### config.mk
export PLATFORM = sky130hd
export DESIGN_NAME = seg_scan_flat
export DESIGN_NICKNAME = d
export VERILOG_FILES = /design/src/rtl/seg_pkg.sv /design/src/rtl/seg_scan_if.sv /design/src/rtl/seg_hex_decode.sv /design/src/rtl/seg_scan.sv /design/src/flat_wrapper.sv
export SDC_FILE = /design/constraint.sdc
export NUM_CORES = 1
export LEC_CHECK = 0
export ABC_AREA = 1
export BUFFER_PORTS_ARGS = -buffer_cell sky130_fd_sc_hd__buf_2
export CAP_MARGIN = 20
export CORE_MARGIN = 10
export CORE_UTILIZATION = 35
export CTS_CLUSTER_DIAMETER = 150
export DETAILED_ROUTE_END_ITERATION = 8
export GPL_TIMING_DRIVEN = 0
export SETUP_SLACK_MARGIN = 0.15
export SYNTH_ARGS = -nofsm -noshare
export SYNTH_HDL_FRONTEND = slang
export SYNTH_SLANG_ARGS = --single-unit
### constraint.sdc
create_clock -name ClkIn -period 2.73 [get_ports ClkIn]
set_input_delay 0 -clock ClkIn [delete_from_list [all_inputs] [get_ports ClkIn]]
set_output_delay 0 -clock ClkIn [all_outputs]
set_load 0.02 [all_outputs]
### src/rtl/seg_pkg.sv
// Shared constants for the seven-segment scanner.
// Latency: none (constants and a pure function only).
// Backpressure: not applicable.
//
// Contents:
//   DIGITS_DEF - default number of multiplexed digits
//   HEX_SEG    - 16-entry nibble -> segment table, active-high, {g,f,e,d,c,b,a}
//   segPol     - converts an active-high pattern to the pin polarity
package seg_pkg;

   localparam int DIGITS_DEF = 4;

   // Entry 15 is listed first so that HEX_SEG[n] is the glyph for nibble n.
   // Glyphs A,b,C,d,E,F for 10..15.
   localparam logic [15:0][6:0] HEX_SEG = {
      7'h71, 7'h79, 7'h5E, 7'h39, 7'h7C, 7'h77, 7'h6F, 7'h7F,
      7'h07, 7'h7D, 7'h6D, 7'h66, 7'h4F, 7'h5B, 7'h06, 7'h3F
   };

   // Active-high pattern in, pin-level pattern out.
   function automatic logic [6:0] segPol(input logic [6:0] segHi, input logic activeLow);
      return segHi ^ {7{activeLow}};
   endfunction

endpackage

### src/rtl/seg_scan_if.sv
// Bundle between a display host and the seven-segment scanner.
// Latency: none (wires only).
// Backpressure: Load is a request; LoadAck confirms it reached the display.
//
// Signals:
//   DataIn/DpIn/Load - host -> scanner: new display contents and capture request
//   LoadAck          - scanner -> host: captured data is now the displayed data
//   An/Seg/Dp        - scanner -> pins: anode select, segments, decimal point
//   FrameDone        - scanner -> host: pulse on each wrap to digit 0
interface seg_scan_if import seg_pkg::*; #(
   parameter int DIGITS = DIGITS_DEF
) ();

   logic [4*DIGITS-1:0] DataIn;
   logic [DIGITS-1:0]   DpIn;
   logic                Load;
   logic                LoadAck;
   logic [DIGITS-1:0]   An;
   logic [6:0]          Seg;
   logic                Dp;
   logic                FrameDone;

   modport master (
      output DataIn, DpIn, Load,
      input  LoadAck, An, Seg, Dp, FrameDone
   );

   modport slave (
      input  DataIn, DpIn, Load,
      output LoadAck, An, Seg, Dp, FrameDone
   );

endinterface

### src/rtl/seg_hex_decode.sv
// Nibble to seven-segment pattern decoder, active-high, {g,f,e,d,c,b,a}.
// Latency: combinational.
// Backpressure: none.
//
// Ports:
//   Nib   in  4  hex value 0..F
//   SegHi out 7  segment pattern, 1 = segment lit
module seg_hex_decode import seg_pkg::*; (
   input  logic [3:0] Nib,
   output logic [6:0] SegHi
);

   assign SegHi = HEX_SEG[Nib];

endmodule

### src/rtl/seg_scan.sv
// Multiplexed seven-segment scanner driven by a divided scan-rate strobe.
// Latency: 3 ClkIn cycles from Tick first sampled high to the new digit on the pins.
// Backpressure: Load may be issued any time; only the last one before a frame
//               boundary is shown, and LoadAck marks when it takes effect.
//
// Ports:
//   ClkIn - system clock      rst  - synchronous active-high reset
//   Tick  - divided clock, treated as asynchronous data and edge-detected
//   bus   - slave side of seg_scan_if (load handshake and display pins)
module seg_scan import seg_pkg::*; #(
   parameter int DIGITS         = DIGITS_DEF,
   parameter int SEG_ACTIVE_LOW = 1,
   parameter int BLANK_LEAD     = 1
) (
   input  logic      ClkIn,
   input  logic      rst,
   input  logic      Tick,
   seg_scan_if.slave bus
);

   localparam int   IW       = $clog2(DIGITS);
   localparam logic ACT_LOW  = (SEG_ACTIVE_LOW != 0);
   localparam logic [IW-1:0] LAST_IDX = IW'(DIGITS - 1);
   localparam logic [6:0]    SEG_OFF  = segPol(7'h00, ACT_LOW);
   localparam logic          DP_OFF   = ACT_LOW;

   // Tick synchroniser, edge detector and registered edge strobe
   logic tickSync1, tickSync2, tickPrev, edgeStb;

   logic [IW-1:0]       idx;
   logic [4*DIGITS-1:0] dispDat, pendDat;
   logic [DIGITS-1:0]   dispDp, pendDp;
   logic                pendVld;

   logic [DIGITS-1:0]   anReg;
   logic [6:0]          segReg;
   logic                dpReg, loadAckReg, frameDoneReg;

   // Next-state values
   logic                wrap, boundary;
   logic [IW-1:0]       idxNext;
   logic [4*DIGITS-1:0] dispNextDat;
   logic [DIGITS-1:0]   dispNextDp;
   logic [3:0]          nibNext;
   logic                dpBitNext;
   logic [DIGITS-1:0]   zeroFrom;
   logic                zeroAcc;
   logic                blankNext;
   logic [6:0]          segHiNext;
   logic [6:0]          segNext;

   assign wrap     = (idx == LAST_IDX);
   assign boundary = edgeStb & wrap;
   assign idxNext  = wrap ? '0 : idx + IW'(1);

   // A Load landing on the boundary cycle goes straight to the display and
   // supersedes anything pending, so the first digit of the frame is fresh.
   always_comb begin
      dispNextDat = dispDat;
      dispNextDp  = dispDp;
      if (boundary && bus.Load) begin
         dispNextDat = bus.DataIn;
         dispNextDp  = bus.DpIn;
      end else if (boundary && pendVld) begin
         dispNextDat = pendDat;
         dispNextDp  = pendDp;
      end
   end

   // zeroFrom[i]: nibbles i..DIGITS-1 are all zero (leading-zero run)
   always_comb begin
      zeroAcc  = 1'b1;
      zeroFrom = '0;
      for (int i = DIGITS - 1; i >= 0; i--) begin
         zeroAcc     = zeroAcc & (dispNextDat[4*i +: 4] == 4'h0);
         zeroFrom[i] = zeroAcc;
      end
   end

   always_comb begin
      nibNext   = 4'h0;
      dpBitNext = 1'b0;
      blankNext = 1'b0;
      for (int i = 0; i < DIGITS; i++) begin
         if (idxNext == IW'(i)) begin
            nibNext   = dispNextDat[4*i +: 4];
            dpBitNext = dispNextDp[i];
            blankNext = (BLANK_LEAD != 0) && (i != 0) && zeroFrom[i];
         end
      end
   end

   seg_hex_decode uDecode (
      .Nib   (nibNext),
      .SegHi (segHiNext)
   );

   assign segNext = blankNext ? SEG_OFF : segPol(segHiNext, ACT_LOW);

   always_ff @(posedge ClkIn) begin
      if (rst) begin
         tickSync1    <= 1'b0;
         tickSync2    <= 1'b0;
         tickPrev     <= 1'b0;
         edgeStb      <= 1'b0;
         idx          <= LAST_IDX;
         dispDat      <= '0;
         dispDp       <= '0;
         pendDat      <= '0;
         pendDp       <= '0;
         pendVld      <= 1'b0;
         anReg        <= '1;
         segReg       <= SEG_OFF;
         dpReg        <= DP_OFF;
         loadAckReg   <= 1'b0;
         frameDoneReg <= 1'b0;
      end else begin
         tickSync1    <= Tick;
         tickSync2    <= tickSync1;
         tickPrev     <= tickSync2;
         edgeStb      <= tickSync2 & ~tickPrev;
         loadAckReg   <= boundary & (bus.Load | pendVld);
         frameDoneReg <= boundary;
         dispDat      <= dispNextDat;
         dispDp       <= dispNextDp;

         if (boundary) begin
            pendVld <= 1'b0;
         end else if (bus.Load) begin
            pendDat <= bus.DataIn;
            pendDp  <= bus.DpIn;
            pendVld <= 1'b1;
         end

         if (edgeStb) begin
            idx    <= idxNext;
            anReg  <= ~(DIGITS'(1) << idxNext);
            segReg <= segNext;
            dpReg  <= dpBitNext ^ ACT_LOW;
         end
      end
   end

   assign bus.An        = anReg;
   assign bus.Seg       = segReg;
   assign bus.Dp        = dpReg;
   assign bus.LoadAck   = loadAckReg;
   assign bus.FrameDone = frameDoneReg;

endmodule

### src/flat_wrapper.sv
// flat-port wrapper written by rule: the top's interface ports become plain ports
module seg_scan_flat import seg_pkg::*;
#(
   parameter int DIGITS         = DIGITS_DEF,
   parameter int SEG_ACTIVE_LOW = 1,
   parameter int BLANK_LEAD     = 1
)
  (ClkIn, rst, Tick, bus_DataIn, bus_DpIn, bus_Load, bus_LoadAck, bus_An, bus_Seg, bus_Dp, bus_FrameDone);
  seg_scan_if #(.DIGITS(DIGITS)) bus_i ();
  input  logic ClkIn;
  input  logic rst;
  input  logic Tick;
  input wire logic [$bits(bus_i.DataIn)-1:0] bus_DataIn;
  input wire logic [$bits(bus_i.DpIn)-1:0] bus_DpIn;
  input wire logic [$bits(bus_i.Load)-1:0] bus_Load;
  output wire logic [$bits(bus_i.LoadAck)-1:0] bus_LoadAck;
  output wire logic [$bits(bus_i.An)-1:0] bus_An;
  output wire logic [$bits(bus_i.Seg)-1:0] bus_Seg;
  output wire logic [$bits(bus_i.Dp)-1:0] bus_Dp;
  output wire logic [$bits(bus_i.FrameDone)-1:0] bus_FrameDone;
  assign bus_i.DataIn = bus_DataIn;
  assign bus_i.DpIn = bus_DpIn;
  assign bus_i.Load = bus_Load;
  assign bus_LoadAck = bus_i.LoadAck;
  assign bus_An = bus_i.An;
  assign bus_Seg = bus_i.Seg;
  assign bus_Dp = bus_i.Dp;
  assign bus_FrameDone = bus_i.FrameDone;
  seg_scan #(.DIGITS(DIGITS), .SEG_ACTIVE_LOW(SEG_ACTIVE_LOW), .BLANK_LEAD(BLANK_LEAD)) u_core (.ClkIn(ClkIn), .rst(rst), .Tick(Tick), .bus(bus_i));
endmodule
==> impl_metrics.ini <==
[run_status]
outcome = complete, no violations

[finish]
areaGrowthSynthToFinish_pct = 28.7
final_cell_mix = 110 x nand2_1, 58 x dfxtp_1, 49 x nor2_1
fin_area_mm2 = 0.00392
post-route-util_pct = 47.0
fillCellCount = 879
final_common_cell = nand2_1
num-nets-final = 552
antenna_cells = 0
drive_above_1_share_pct = 18.2

[setup_path]
end_kind = flop
max_stage_delay_ps = 370
cp_max_fo = 10
cpMostUsedCell = nand2_1
r2r_slack_ps = 340
crit_chain = ha_4 -> nand2_4 -> inv_4 -> nand2_8 -> buf_8 -> or2_1 -> nand3_1 -> nand3_2 -> a21oi_4 -> buf_4 -> ha_1 -> nand3_1 -> nand2_1 -> nand2_1 -> nand3_1 -> nand2_1 -> nand2_1
reg2reg_from = u_core.idx[1]
critPathRequiredTime_ps = 3010
start_kind = flop
crit_arrival_ps = 2670
worstReg2RegEnd = u_core.bus.Seg[3]
crit_slowest_cell = dfxtp_4
path_class = flop to flop
reg2regPathDepth = 17

[sta]
min_period_over_period_pct = 87.6
rsz0062_at_grt = false
finalCriticalPeriod_ps = 2390
slew_headroom_pct = 56.8
setup-violations-final = 0
tightestPinTransition_ps = 647
hold_ws_ps = 33.3
fmaxAchievable_ghz = 0.418
drv_slew = 0
finalHoldViolCount = 0
finClkSkew_ps = 8.11
tns_ps = 0

[placement]
portBuffers = 37
placed_cell_area_mm2 = 0.00336
place.gp.congestion = 0.882
dp_hpwl_um = 6280

[drt]
route.detailed.drc = 0
vias = 3055
viasPerCell = 4.88
detail_route.iter0.violations = 140
firstDrtPassIters = 5
ant_nets = 0
totalWireLength_um = 8810
wl_per_cell_um = 14.1

[die]
die_width_um = 113
coreArea_mm2 = 0.00834
start_util_pct = 36.5
rows = 33
die_y_um = 113
pin_count = 38
die_area_mm2 = 0.0128

[clock_network]
cts_buffer_depth = 2
cts_tree = built
cts_sinks = 61
clk_latency_ps = 340
cts_buffers = 9
cts-root-buf = clkbuf_8
clk_pin_slew_worst_paths_ps = 70
htreeDepth = 3

[min_path]
min_path_cells = 3
hp-class = input port to flop
hold-path-endpoint = u_core.pendVld
holdCritStartpoint = bus_Load

[synth]
synth_area_mm2 = 0.00304
syn_nets = 475
yosys_warnings = 0
synth_cell_type_count = 32
yosysSeqAreaShare_pct = 40.1
syn_area_per_cell_um2 = 6.90
synthCells = 441
ys_ff_latch = 61

[global_routing]
grt_max_degree = 11
antenna_found_initial = 0
grt_pass1_vias = 2984
grt_pass1_wl_um = 14500
overflow = 0
track_usage_pct = 13.9

[power_and_ir_drop]
power_density_mw_per_mm2 = 529
leakage_nw = 1.80
vdd_ir_drop_max_uv = 288

[run]
maxCapViolations = 0
==> worst max path at each step <==
stage / cells after the start / slack, ps / endpoint / from
2_1_floorplan: 19 / 440 / u_core.bus.Seg[0] / u_core.idx[0]
3_3_place_gp: 18 / 60 / u_core.bus.Seg[3] / u_core.idx[0]
3_5_place_dp: 18 / 30 / u_core.bus.Seg[3] / u_core.idx[0]
4_1_cts: 15 / 160 / u_core.bus.Seg[0] / u_core.idx[0]
5_1_grt: 18 / 150 / u_core.bus.Seg[0] / u_core.idx[1]
6_report: 17 / 340 / u_core.bus.Seg[3] / u_core.idx[1]
==> layer usage <==
metal	GRT usage, %	up-vias	routed length, µm
met4	4.31	0	74
met1	17.7	1404	4160
li1	-	1574	-
met3	4.17	7	486
met2	22.0	70	4090
met5	0	-	0
==> per-stage QoR <==
stage	power, W	cells	setup WS (ps)
floorplan	0.00114	441	442
global placement	0.00122	583	58.0
detailed placement	0.00122	583	30.3
CTS	0.00207	619	160
global route	0.00217	626	147
finish	0.00207	626	338
==> layout make-up <==
class / count / area, µm² / share of cell area [%]
Multi-Input combinational cell: 317 / 1620 / 41.4
Sequential cell: 61 / 1230 / 31.3
Timing Repair Buffer: 66 / 455 / 11.6
Clock buffer: 13 / 169 / 4.31
Inverter: 43 / 164 / 4.18
Tap cell: 105 / 131 / 3.35
Buffer: 20 / 120 / 3.07
Clock inverter: 1 / 30.0 / 0.767
==> registers in the layout (all words and copies together) (netlist names), 2 cells and up <==
register        count
u_core.dispDat     16
u_core.pendDat     16
u_core.bus.Seg      7
u_core.bus.An       4
u_core.dispDp       4
u_core.pendDp       4
u_core.idx          2
==> worst max-delay path, delay by kind of cell, from the launching register on <==
family          cells  cell delay [ps]
compound gates      1              200
fa+ha+maj           2              330
buf+inv             3              400
flops               1              370
simple gates       11             1040
==> timing repair <==
item	4_1_cts	5_1_grt
endpoints found under the hold margin	26	0
pin swaps	1	5
hold buffers	21	0
resized for setup	6	21
setup endpoints to repair	7	7
cloned	0	0
buffers inserted	1	7
==> synth_stat cells <==
library cell	instances	area, µm²
nand2_1	111	417
dfxtp_1	61	1220
nor2_1	50	188
nand3_1	45	225
inv_1	40	150
o21ai_0	33	165
a21oi_1	29	145
clkbuf_1	12	45.0
ha_1	10	125
nand2_2	4	25.0
nand4_1	4	25.0
nor3_1	4	20.0
o211ai_1	4	30.0
or2_1	4	25.0
buf_2	3	15.0
buf_4	3	22.5
nand3_2	3	30.0
o21ai_1	3	15.0
a21oi_2	2	17.5
buf_6	2	22.5
nand2_4	2	22.5
o21a_1	2	15.0
a21oi_4	1	16.3
and2_1	1	6.26
and3_1	1	6.26
clkinv_1	1	3.75
clkinv_2	1	5.00
inv_2	1	3.75
nand3b_1	1	7.51
nor2_4	1	11.3
o21ai_2	1	8.76
o21bai_1	1	7.51
==> power breakdown <==
group	total [W]	switching [W]	internal, W	leakage, nW
Sequential	0.000949	0.0000187	0.000930	0.499
Combinational	0.000297	0.000181	0.000116	1.20
Clock	0.000826	0.000339	0.000487	0.102
Total	0.00207	0.000539	0.00153	1.80
==> kinds of logic after synthesis <==
group,after synthesis,synth area share [%]
AOI/OAI and AO/OA,76,13.8
adders and majority gates,10,4.11
buffers and inverters,63,8.80
DFF,61,40.1
and+or+nand+nor,231,33.1
No activity file was read; power rests on OpenSTA's default activity.
